File: src/rtl/ms_wb_pkg.sv
// Shared types and helpers for the ms_* Wishbone splitter: FSM states,
// miss/timeout read-back value and the adr[19:16] slave decode.
package ms_wb_pkg;

  typedef enum logic [1:0] {
    IDLE,
    ACTIVE,
    RESP
  } state_e;

  localparam logic [31:0] DEFAULT_DATA = 32'hDEADBEEF;
  localparam int          ERR_CNT_W    = 8;
  localparam int          IDX_W        = 3;

  typedef struct packed {
    logic             hit;
    logic [IDX_W-1:0] idx;
  } dec_t;

  // Slave k owns the even 64 KiB region adr[19:16] == 2*k; odd nibbles never map.
  function automatic dec_t decode_slave(input logic [31:0] adr, input int n_slaves);
    dec_t d;
    d.idx = adr[19:17];
    d.hit = !adr[16] && (int'(adr[19:17]) < n_slaves);
    return d;
  endfunction

endpackage

File: src/rtl/ms_wb_tmo_cnt.sv
// Loadable 16-bit cycle counter with clear/enable and a terminal-count flag
// that is high while the count equals TIMEOUT.
module ms_wb_tmo_cnt #(
  parameter int unsigned TIMEOUT = 255
) (
  input  logic        clk_i,
  input  logic        rst_n_i,
  input  logic        clr_i,
  input  logic        load_i,
  input  logic [15:0] load_val_i,
  input  logic        en_i,
  output logic        tc_o
);

  localparam logic [15:0] TC_VAL = 16'(TIMEOUT);

  logic [15:0] cnt_q, cnt_d;

  // NOTE: cnt_d gets its hold value first so no path through this block can infer a latch.
  always_comb begin
    cnt_d = cnt_q;
    if (clr_i) begin
      cnt_d = '0;
    end else if (load_i) begin
      cnt_d = load_val_i;
    end else if (en_i && (cnt_q != 16'hFFFF)) begin
      cnt_d = cnt_q + 16'd1;
    end
  end

  // NOTE: state registers use non-blocking assignments so every flop samples pre-edge values.
  always_ff @(posedge clk_i or negedge rst_n_i) begin
    if (!rst_n_i) begin
      cnt_q <= '0;
    end else begin
      cnt_q <= cnt_d;
    end
  end

  assign tc_o = (cnt_q == TC_VAL);

endmodule

File: src/rtl/ms_wb_splitter.sv
// Registered Wishbone classic 1:N splitter for the ms_* peripherals; turns
// unmapped or hung accesses into a flagged, bounded completion.
module ms_wb_splitter import ms_wb_pkg::*; #(
  parameter int          N_SLAVES     = 3,
  parameter int          TIMEOUT      = 255,
  parameter logic [31:0] DEFAULT_DATA = ms_wb_pkg::DEFAULT_DATA
) (
  input  logic                   clk_i,
  input  logic                   rst_n_i,
  input  logic                   m_cyc_i,
  input  logic                   m_stb_i,
  input  logic                   m_we_i,
  input  logic [3:0]             m_sel_i,
  input  logic [31:0]            m_adr_i,
  input  logic [31:0]            m_dat_i,
  output logic                   m_ack_o,
  output logic [31:0]            m_dat_o,
  output logic                   m_err_o,
  output logic [N_SLAVES-1:0]    s_cyc_o,
  output logic [N_SLAVES-1:0]    s_stb_o,
  output logic                   s_we_o,
  output logic [3:0]             s_sel_o,
  output logic [31:0]            s_adr_o,
  output logic [31:0]            s_dat_o,
  input  logic [32*N_SLAVES-1:0] s_dat_i,
  input  logic [N_SLAVES-1:0]    s_ack_i,
  output logic                   err_irq_o,
  output logic [31:0]            err_adr_o,
  output logic [ERR_CNT_W-1:0]   err_cnt_o
);

  state_e                state_q, state_d;
  logic                  err_q, err_d;
  logic [N_SLAVES-1:0]   s_stb_q, s_stb_d;
  logic                  s_we_q, s_we_d;
  logic [3:0]            s_sel_q, s_sel_d;
  logic [31:0]           s_adr_q, s_adr_d;
  logic [31:0]           s_dat_q, s_dat_d;
  logic                  m_ack_q, m_ack_d;
  logic                  m_err_q, m_err_d;
  logic [31:0]           m_dat_q, m_dat_d;
  logic                  err_irq_q, err_irq_d;
  logic [31:0]           err_adr_q, err_adr_d;
  logic [ERR_CNT_W-1:0]  err_cnt_q, err_cnt_d;

  dec_t        dec;
  logic        accept, sel_ack, tmo_tc;
  logic        cnt_clr, cnt_load, cnt_en;
  logic [31:0] ack_dat;

  assign dec = decode_slave(m_adr_i, N_SLAVES);
  // The ack cycle itself is IDLE; the strobe the master still holds there is the finished request.
  assign accept  = (state_q == IDLE) && m_cyc_i && m_stb_i && !m_ack_q;
  assign sel_ack = |(s_ack_i & s_stb_q);

  always_comb begin
    ack_dat = '0;
    for (int k = 0; k < N_SLAVES; k++) begin
      if (s_stb_q[k]) ack_dat = s_dat_i[32*k +: 32];
    end
  end

  ms_wb_tmo_cnt #(.TIMEOUT(TIMEOUT)) u_tmo (
    .clk_i      (clk_i),
    .rst_n_i    (rst_n_i),
    .clr_i      (cnt_clr),
    .load_i     (cnt_load),
    .load_val_i (16'd1),
    .en_i       (cnt_en),
    .tc_o       (tmo_tc)
  );

  always_comb begin
    state_d   = state_q;
    err_d     = err_q;
    s_stb_d   = s_stb_q;
    s_we_d    = s_we_q;
    s_sel_d   = s_sel_q;
    s_adr_d   = s_adr_q;
    s_dat_d   = s_dat_q;
    m_ack_d   = 1'b0;
    m_err_d   = 1'b0;
    m_dat_d   = m_dat_q;
    err_irq_d = 1'b0;
    err_adr_d = err_adr_q;
    err_cnt_d = err_cnt_q;
    cnt_clr   = 1'b0;
    cnt_load  = 1'b0;
    cnt_en    = 1'b0;
    unique case (state_q)
      IDLE: if (accept) begin
        s_we_d  = m_we_i;
        s_sel_d = m_sel_i;
        s_adr_d = m_adr_i;
        s_dat_d = m_dat_i;
        if (dec.hit) begin
          for (int k = 0; k < N_SLAVES; k++) s_stb_d[k] = (dec.idx == IDX_W'(k));
          cnt_load = 1'b1;
          err_d    = 1'b0;
          state_d  = ACTIVE;
        end else begin
          err_d   = 1'b1;
          state_d = RESP;
        end
      end
      ACTIVE: begin
        cnt_en = 1'b1;
        // A master abort beats everything; a selected ack beats a same-cycle timeout.
        if (!m_cyc_i) begin
          s_stb_d = '0;
          cnt_clr = 1'b1;
          state_d = IDLE;
        end else if (sel_ack) begin
          m_dat_d = ack_dat;
          s_stb_d = '0;
          err_d   = 1'b0;
          state_d = RESP;
        end else if (tmo_tc) begin
          s_stb_d = '0;
          err_d   = 1'b1;
          state_d = RESP;
        end
      end
      RESP: begin
        m_ack_d = 1'b1;
        m_err_d = err_q;
        cnt_clr = 1'b1;
        state_d = IDLE;
        if (err_q) begin
          m_dat_d   = DEFAULT_DATA;
          err_irq_d = 1'b1;
          err_adr_d = s_adr_q;
          if (err_cnt_q != '1) err_cnt_d = err_cnt_q + ERR_CNT_W'(1);
        end
      end
      default: state_d = IDLE;
    endcase
  end

  always_ff @(posedge clk_i or negedge rst_n_i) begin
    if (!rst_n_i) begin
      state_q   <= IDLE;
      err_q     <= 1'b0;
      s_stb_q   <= '0;
      s_we_q    <= 1'b0;
      s_sel_q   <= '0;
      s_adr_q   <= '0;
      s_dat_q   <= '0;
      m_ack_q   <= 1'b0;
      m_err_q   <= 1'b0;
      m_dat_q   <= '0;
      err_irq_q <= 1'b0;
      err_adr_q <= '0;
      err_cnt_q <= '0;
    end else begin
      state_q   <= state_d;
      err_q     <= err_d;
      s_stb_q   <= s_stb_d;
      s_we_q    <= s_we_d;
      s_sel_q   <= s_sel_d;
      s_adr_q   <= s_adr_d;
      s_dat_q   <= s_dat_d;
      m_ack_q   <= m_ack_d;
      m_err_q   <= m_err_d;
      m_dat_q   <= m_dat_d;
      err_irq_q <= err_irq_d;
      err_adr_q <= err_adr_d;
      err_cnt_q <= err_cnt_d;
    end
  end

  assign s_cyc_o   = s_stb_q;
  assign s_stb_o   = s_stb_q;
  assign s_we_o    = s_we_q;
  assign s_sel_o   = s_sel_q;
  assign s_adr_o   = s_adr_q;
  assign s_dat_o   = s_dat_q;
  assign m_ack_o   = m_ack_q;
  assign m_err_o   = m_err_q;
  assign m_dat_o   = m_dat_q;
  assign err_irq_o = err_irq_q;
  assign err_adr_o = err_adr_q;
  assign err_cnt_o = err_cnt_q;

endmodule

File: config.mk
export PLATFORM = sky130hd
export DESIGN_NAME = ms_wb_splitter
export DESIGN_NICKNAME = d
export VERILOG_FILES = /design/src/rtl/ms_wb_pkg.sv /design/src/rtl/ms_wb_tmo_cnt.sv /design/src/rtl/ms_wb_splitter.sv
export SDC_FILE = /design/constraint.sdc
export NUM_CORES = 1
export LEC_CHECK = 0
export ABC_AREA = 1
export CAP_MARGIN = 40
export CORE_ASPECT_RATIO = 1.25
export CORE_UTILIZATION = 44
export CTS_BUF_LIST = sky130_fd_sc_hd__clkbuf_4
export DETAILED_ROUTE_END_ITERATION = 6
export PLACE_DENSITY = 0.89
export REMOVE_ABC_BUFFERS = 1
export SLEW_MARGIN = 0
export SYNTH_ARGS = -nofsm -noshare
export SYNTH_HDL_FRONTEND = slang
export SYNTH_SLANG_ARGS = --single-unit
File: constraint.sdc
create_clock -name clk_i -period 2.4 [get_ports clk_i]
set_input_delay 0.36 -clock clk_i [delete_from_list [all_inputs] [get_ports clk_i]]
set_output_delay 0.36 -clock clk_i [all_outputs]
set_load 0.005 [all_outputs]
; ---- Yosys cells after proc, flatten, opt, wreduce, memory -nomap -nowiden
; Index checks and enable logic that the tools add are counted.
[totals]
out_inout_bits = 150
regBits = 166
input_bits = 172
elab_cells = 90
[classes]
n_eq_ne = 14
reduce_logical = 20
bitwise_logic = 1
n_addsub = 2
n_lt_le_gt_ge = 1
muxes = 38
[op_table]
columns = cell, n
row1 = 32-bit two-way mux, 6
row2 = 32-bit case mux with 2 select lines, 1
row3 = 16-bit two-way mux, 3
row4 = 16-bit by 1-bit adder with 16-bit output (second input constant), 1
row5 = 16-bit by 8-bit == test with 1-bit output (second input constant), 1
row6 = 16-bit inequality test (second input constant), 1
row7 = 3-bit two-way mux, 5
row8 = 1-bit two-way mux, 14
row9 = 4-bit AND reduction, 3
row10 = 2-bit two-way mux, 5
row11 = 2-bit inequality test (second input constant), 5
row12 = 8-bit by 1-bit adder with 8-bit output (second input constant), 1
row13 = 8-bit inequality test (second input constant), 1
row14 = 3-bit case mux with 2 select lines, 1
row15 = 2-bit AND reduction, 3
row16 = 1-bit logical AND, 5
row17 = 4-bit inequality test (second input constant), 1
row18 = 1-bit case mux with 2 select lines, 2
row19 = 2-bit case mux with 2 select lines, 1
row20 = 2-bit nonzero test, 2
row21 = 3-bit bitwise AND, 1
row22 = 3-bit by 1-bit == test with 1-bit output (second input constant), 1
row23 = 3-bit by 2-bit == test with 1-bit output (second input constant), 1
row24 = 3-bit logical NOT, 1
row25 = other kinds (9), 10

; ---- Depth between registers and ports, before layout
[logic_depth]
word_depth = 8
depth_mapped = 11
mapped_depth_nobuf = 10

; ---- Hierarchy
; From an unflattened synthesis, not the netlist that was laid out.
[hier_totals]
cells_unflattened = 900
hier_area_um2 = 8145.3
[modules_own_cells]
columns = module, cells_per_inst, instances, area_each_um2
row1 = ms_wb_splitter, 702, 1, 6899.1
row2 = ms_wb_tmo_cnt, 198, 1, 1246.2

; ---- Worst setup path before layout
; No wires, ideal clock.
[synth_timing]
kind = register -> register
start = register state_q[0]
end = register m_dat_q[30], in the netlist m_dat_o[30]
synth_period_minus_slack_ps = 1716
required_time_ps = 2276
n_path_buf = 1
path_stages_with_launch = 9
setup_slack_ps = 684
setup_ps = 124
arrival_time_ps = 1592
cell_sequence = dfrtp_1 -> inv_1 -> ha_1 -> nand2_4 -> a21oi_2 -> o21ai_2 -> nor2_4 -> buf_2 -> a21oi_1
[synth_between]
elab_chain_len = 3
elab_cells_between_ends = 8
cone_classes = 5 x eq/ne / 1 x mux / 2 x reduce/logical
[synth_rtl]
columns = element, line_no
row1 = from (decl), ms_wb_splitter.sv:32  ; state_e state_q, state_d;
row2 = from (signal assigned), ms_wb_splitter.sv:156  ; state_q <= state_d;
row3 = 2-bit by 1-bit == test with 1-bit output / 2-bit == test (equally long branches), ms_wb_splitter.sv:90  ; unique case (state_q)
row4 = 2-bit inequality test (no source line) / 2-bit nonzero test (equally long branches), --
row5 = 4-bit AND reduction (no source line), --
row6 = to (signal assigned), ms_wb_splitter.sv:165  ; m_dat_q <= m_dat_d;
row7 = to (decl), ms_wb_splitter.sv:41  ; logic [31:0] m_dat_q, m_dat_d;
; Several ways; a longest one is shown, not always the timed one.
; A chain may end at the register's enable or synchronous reset.

; ---- Final worst setup path
[layout_timing]
start = register s_stb_q[2], in the netlist s_cyc_o[2]
end = output port s_cyc_o[2]
[layout_rtl]
columns = element, line_no
row1 = from (decl), ms_wb_splitter.sv:34  ; logic [N_SLAVES-1:0] s_stb_q, s_stb_d;
row2 = from (signal assigned), ms_wb_splitter.sv:158  ; s_stb_q <= s_stb_d;
row3 = to (decl), ms_wb_splitter.sv:19  ; output logic [N_SLAVES-1:0] s_cyc_o,
; No word-level cell between the ends.

==> metrics <==
CTS tree=yes; routed via count=7538; fin crit share=0.944; Syn Area/Cell=7.87 sq um; Die W=119 um; antenna viol nets, final=0; Max FO, Critical Path=40; worst r2r path cells=9; post-synth cell types=31; Initial Utilization=0.449; Fin Hold WS=0.286 ns; Hold Violations, Final=0; number of synthesized flops with an enable pin=0; FMAX=0.442 GHz; Clock Path Buffers=2; GP Congestion=0.837; # setup viols final=0; pin count of the biggest net entering global routing=66; CP arrival=1.90 ns; die footprint=0.0177 sq mm; pwr dens=1110 mW/mm^2; vias per cell=5.01; kind of critical path=reg -> out; RSZ-0062 raised after global routing=no; fin crit period=2.26 ns; vias in the first global route=7345; Synth Register Bits=165; worst setup margin=0.135 ns; area leader, netlist=dfrtp_1; Hold WC Path Type=in -> async; worst clock skew=0.0286 ns; worst vdd ir=613 uV; grt ovf=0; Pwr Total=12.5 mW; reg2reg start=u_tmo.cnt_q[0]; Pre-antenna DRT Iters=5; cell count after synthesis=957; maxcap violations=0; # rows=53; ys flop type=dfrtp_1; 1st-iter DRT viols=636; placed instance area=0.0110 sq mm; Startpoint Class=register; IO buf count=321; Cell Area, Synth=0.00753 sq mm; DRC=0; initial antenna violation count=1; overall routing resource usage=0.269; synth warn=0; asr flop ratio synth=1.00; CTS root buf=clkbuf_4; io pins=322; share of layout cells above drive strength 1=0.0499; post-synthesis sequential area ratio=0.548; total CTS buffers=17; DR WL/cell=15.5 um; fillers=1335; # nets final=1448; CP required=2.04 ns; Lkg Pwr=5.26 nW; top post-synthesis cells by area=dfrtp_1 55%, nand2_1 23%, a21oi_1 5.8%, nor2_1 3.3%, nand3_1 2.0%; H-tree depth=4; clk slew on worst S/H paths=0.14 ns; R2R Setup Slk=0.27 ns; total wire length=23300 um; Worst R2R End=u_tmo.cnt_q[7]; first-pass GRT wire length=36900 um; Clock Latency Late Sink=0.57 ns; setup TNS=0 ns; CP endpoint kind=output port; clock sinks=165; max-slew violation count=0; status=completed; DIE HEIGHT=148 um; hpwl dp=17500 um; area added between synthesis and finish=50.0%; final instance area=0.0113 sq mm; dpl ws=0.137 ns; Core ar.=0.0168 sq mm; post-synth top area share=0.548; slew margin rel.=0.632; slew of the pin with the lowest slew margin=0.549 ns
-- registers in the layout (all words and copies together), names as in the netlist --
| signal | cells |
|---|---|
| err_irq_o | 1 |
| s_cyc_o | 3 |
| err_q | 1 |
| s_dat_o | 32 |
| s_sel_o | 4 |
| state_q | 2 |
| err_cnt_o | 8 |
| u_tmo.cnt_q | 16 |
| m_dat_o | 32 |
| s_adr_o | 32 |
| s_we_o | 1 |
| m_ack_o | 1 |
| err_adr_o | 32 |
-- cell usage after synthesis (2+ instances only) --
| library cell | number |
|---|---|
| inv_2 | 2 |
| xor2_1 | 6 |
| nand3_1 | 30 |
| clkbuf_1 | 25 |
| nand4_1 | 9 |
| a21oi_1 | 87 |
| dfrtp_1 | 165 |
| a21boi_0 | 2 |
| nor2_1 | 67 |
| nor3_1 | 3 |
| nand2_1 | 453 |
| buf_1 | 6 |
| o211ai_1 | 8 |
| buf_6 | 2 |
| ha_1 | 5 |
| o21ai_0 | 26 |
| buf_4 | 5 |
| buf_2 | 9 |
| xnor2_1 | 4 |
| inv_1 | 32 |
-- what timing repair did --
| action | in CTS | in global routing |
|---|---|---|
| hold endpoints to repair | 50 | 0 |
| hold buffers | 1 | 0 |
| endpoints found under the setup margin | 0 | 25 |
| setup buffers | 0 | 0 |
| resized for setup | 0 | 2 |
-- worst max-delay path, stage by stage, from the launching register on --
cell and delay, ns:
dfrtp_2 0.43, buf_6 0.28, clkdlybuf4s50_1 0.60
-- final cells by class --
class	count	area (sq um)	area share
antenna	1	2.50	0.000221
clock buffer	19	143	0.0126
clock inverter	12	129	0.0114
inverter	35	131	0.0116
multi-input combinational	710	3070	0.272
sequential	165	4130	0.365
tap	220	275	0.0244
timing repair buffer	342	3420	0.302
-- per-stage QoR --
step	utilization	std cells
global placement	0.656	1471
detailed placement	0.656	1471
global route	0.674	1504
floorplan	-	910
finish	0.674	1504
CTS	0.673	1503
-- layout by cell type, fill, tap and decap left out, types with 3 or more instances in the layout --
master           netlist  routed
xnor2_1                4       4
clkdlybuf4s50_1        0     320
nand3_1               30      29
o211ai_1               8       8
dfrtp_1              165     164
nand2_1              453     453
nor2_1                67      65
ha_1                   5       5
nor3_1                 3       3
xor2_1                 6       6
buf_4                  5      16
inv_1                 32      32
clkbuf_4               0      19
a21oi_1               87      87
nand4_1                9       9
buf_12                 0       3
o21ai_0               26      26
clkinv_2               0       4
-- how the worst max path moves through the flow --
stage / startpoint / endpoint / cells past startpoint
floorplan: state_q[0] / u_tmo.cnt_q[11] / 10
global placement: s_ack_i[0] / m_dat_o[16] / 7
detailed placement: s_ack_i[0] / m_dat_o[6] / 7
CTS: s_cyc_o[2] / s_cyc_o[2] / 2
global route: u_tmo.cnt_q[0] / u_tmo.cnt_q[7] / 9
finish: s_cyc_o[2] / s_cyc_o[2] / 2
-- cells by family (layout without fill, tap and decap cells) --
family,Yosys count,count (layout),share of synthesized area
adders and majority gates,5,5,0.00830
other,0,1,0
DFF,165,165,0.548
and+or+nand+nor,567,567,0.294
AOI/OAI and AO/OA,128,128,0.0912
buffers and inverters,82,408,0.0468
xor gates and xnor gates,10,10,0.0116
-- layer usage --
layer,vias to the layer above,share of wire,global-route usage
met3,66,0.069,0.0644
met4,0,0.042,0.139
li1,3653,-,-
met5,-,0,0
met2,308,0.51,0.468
met1,3511,0.38,0.306
-- report_power, final --
group | leakage (nW) | total, mW | internal, mW | switching, mW
Clock | 0.152 | 1.63 | 0.639 | 0.988
Sequential | 2.08 | 4.79 | 3.94 | 0.851
Combinational | 3.03 | 6.09 | 3.16 | 2.93
Note: power is estimated with default switching activity, not from simulation.
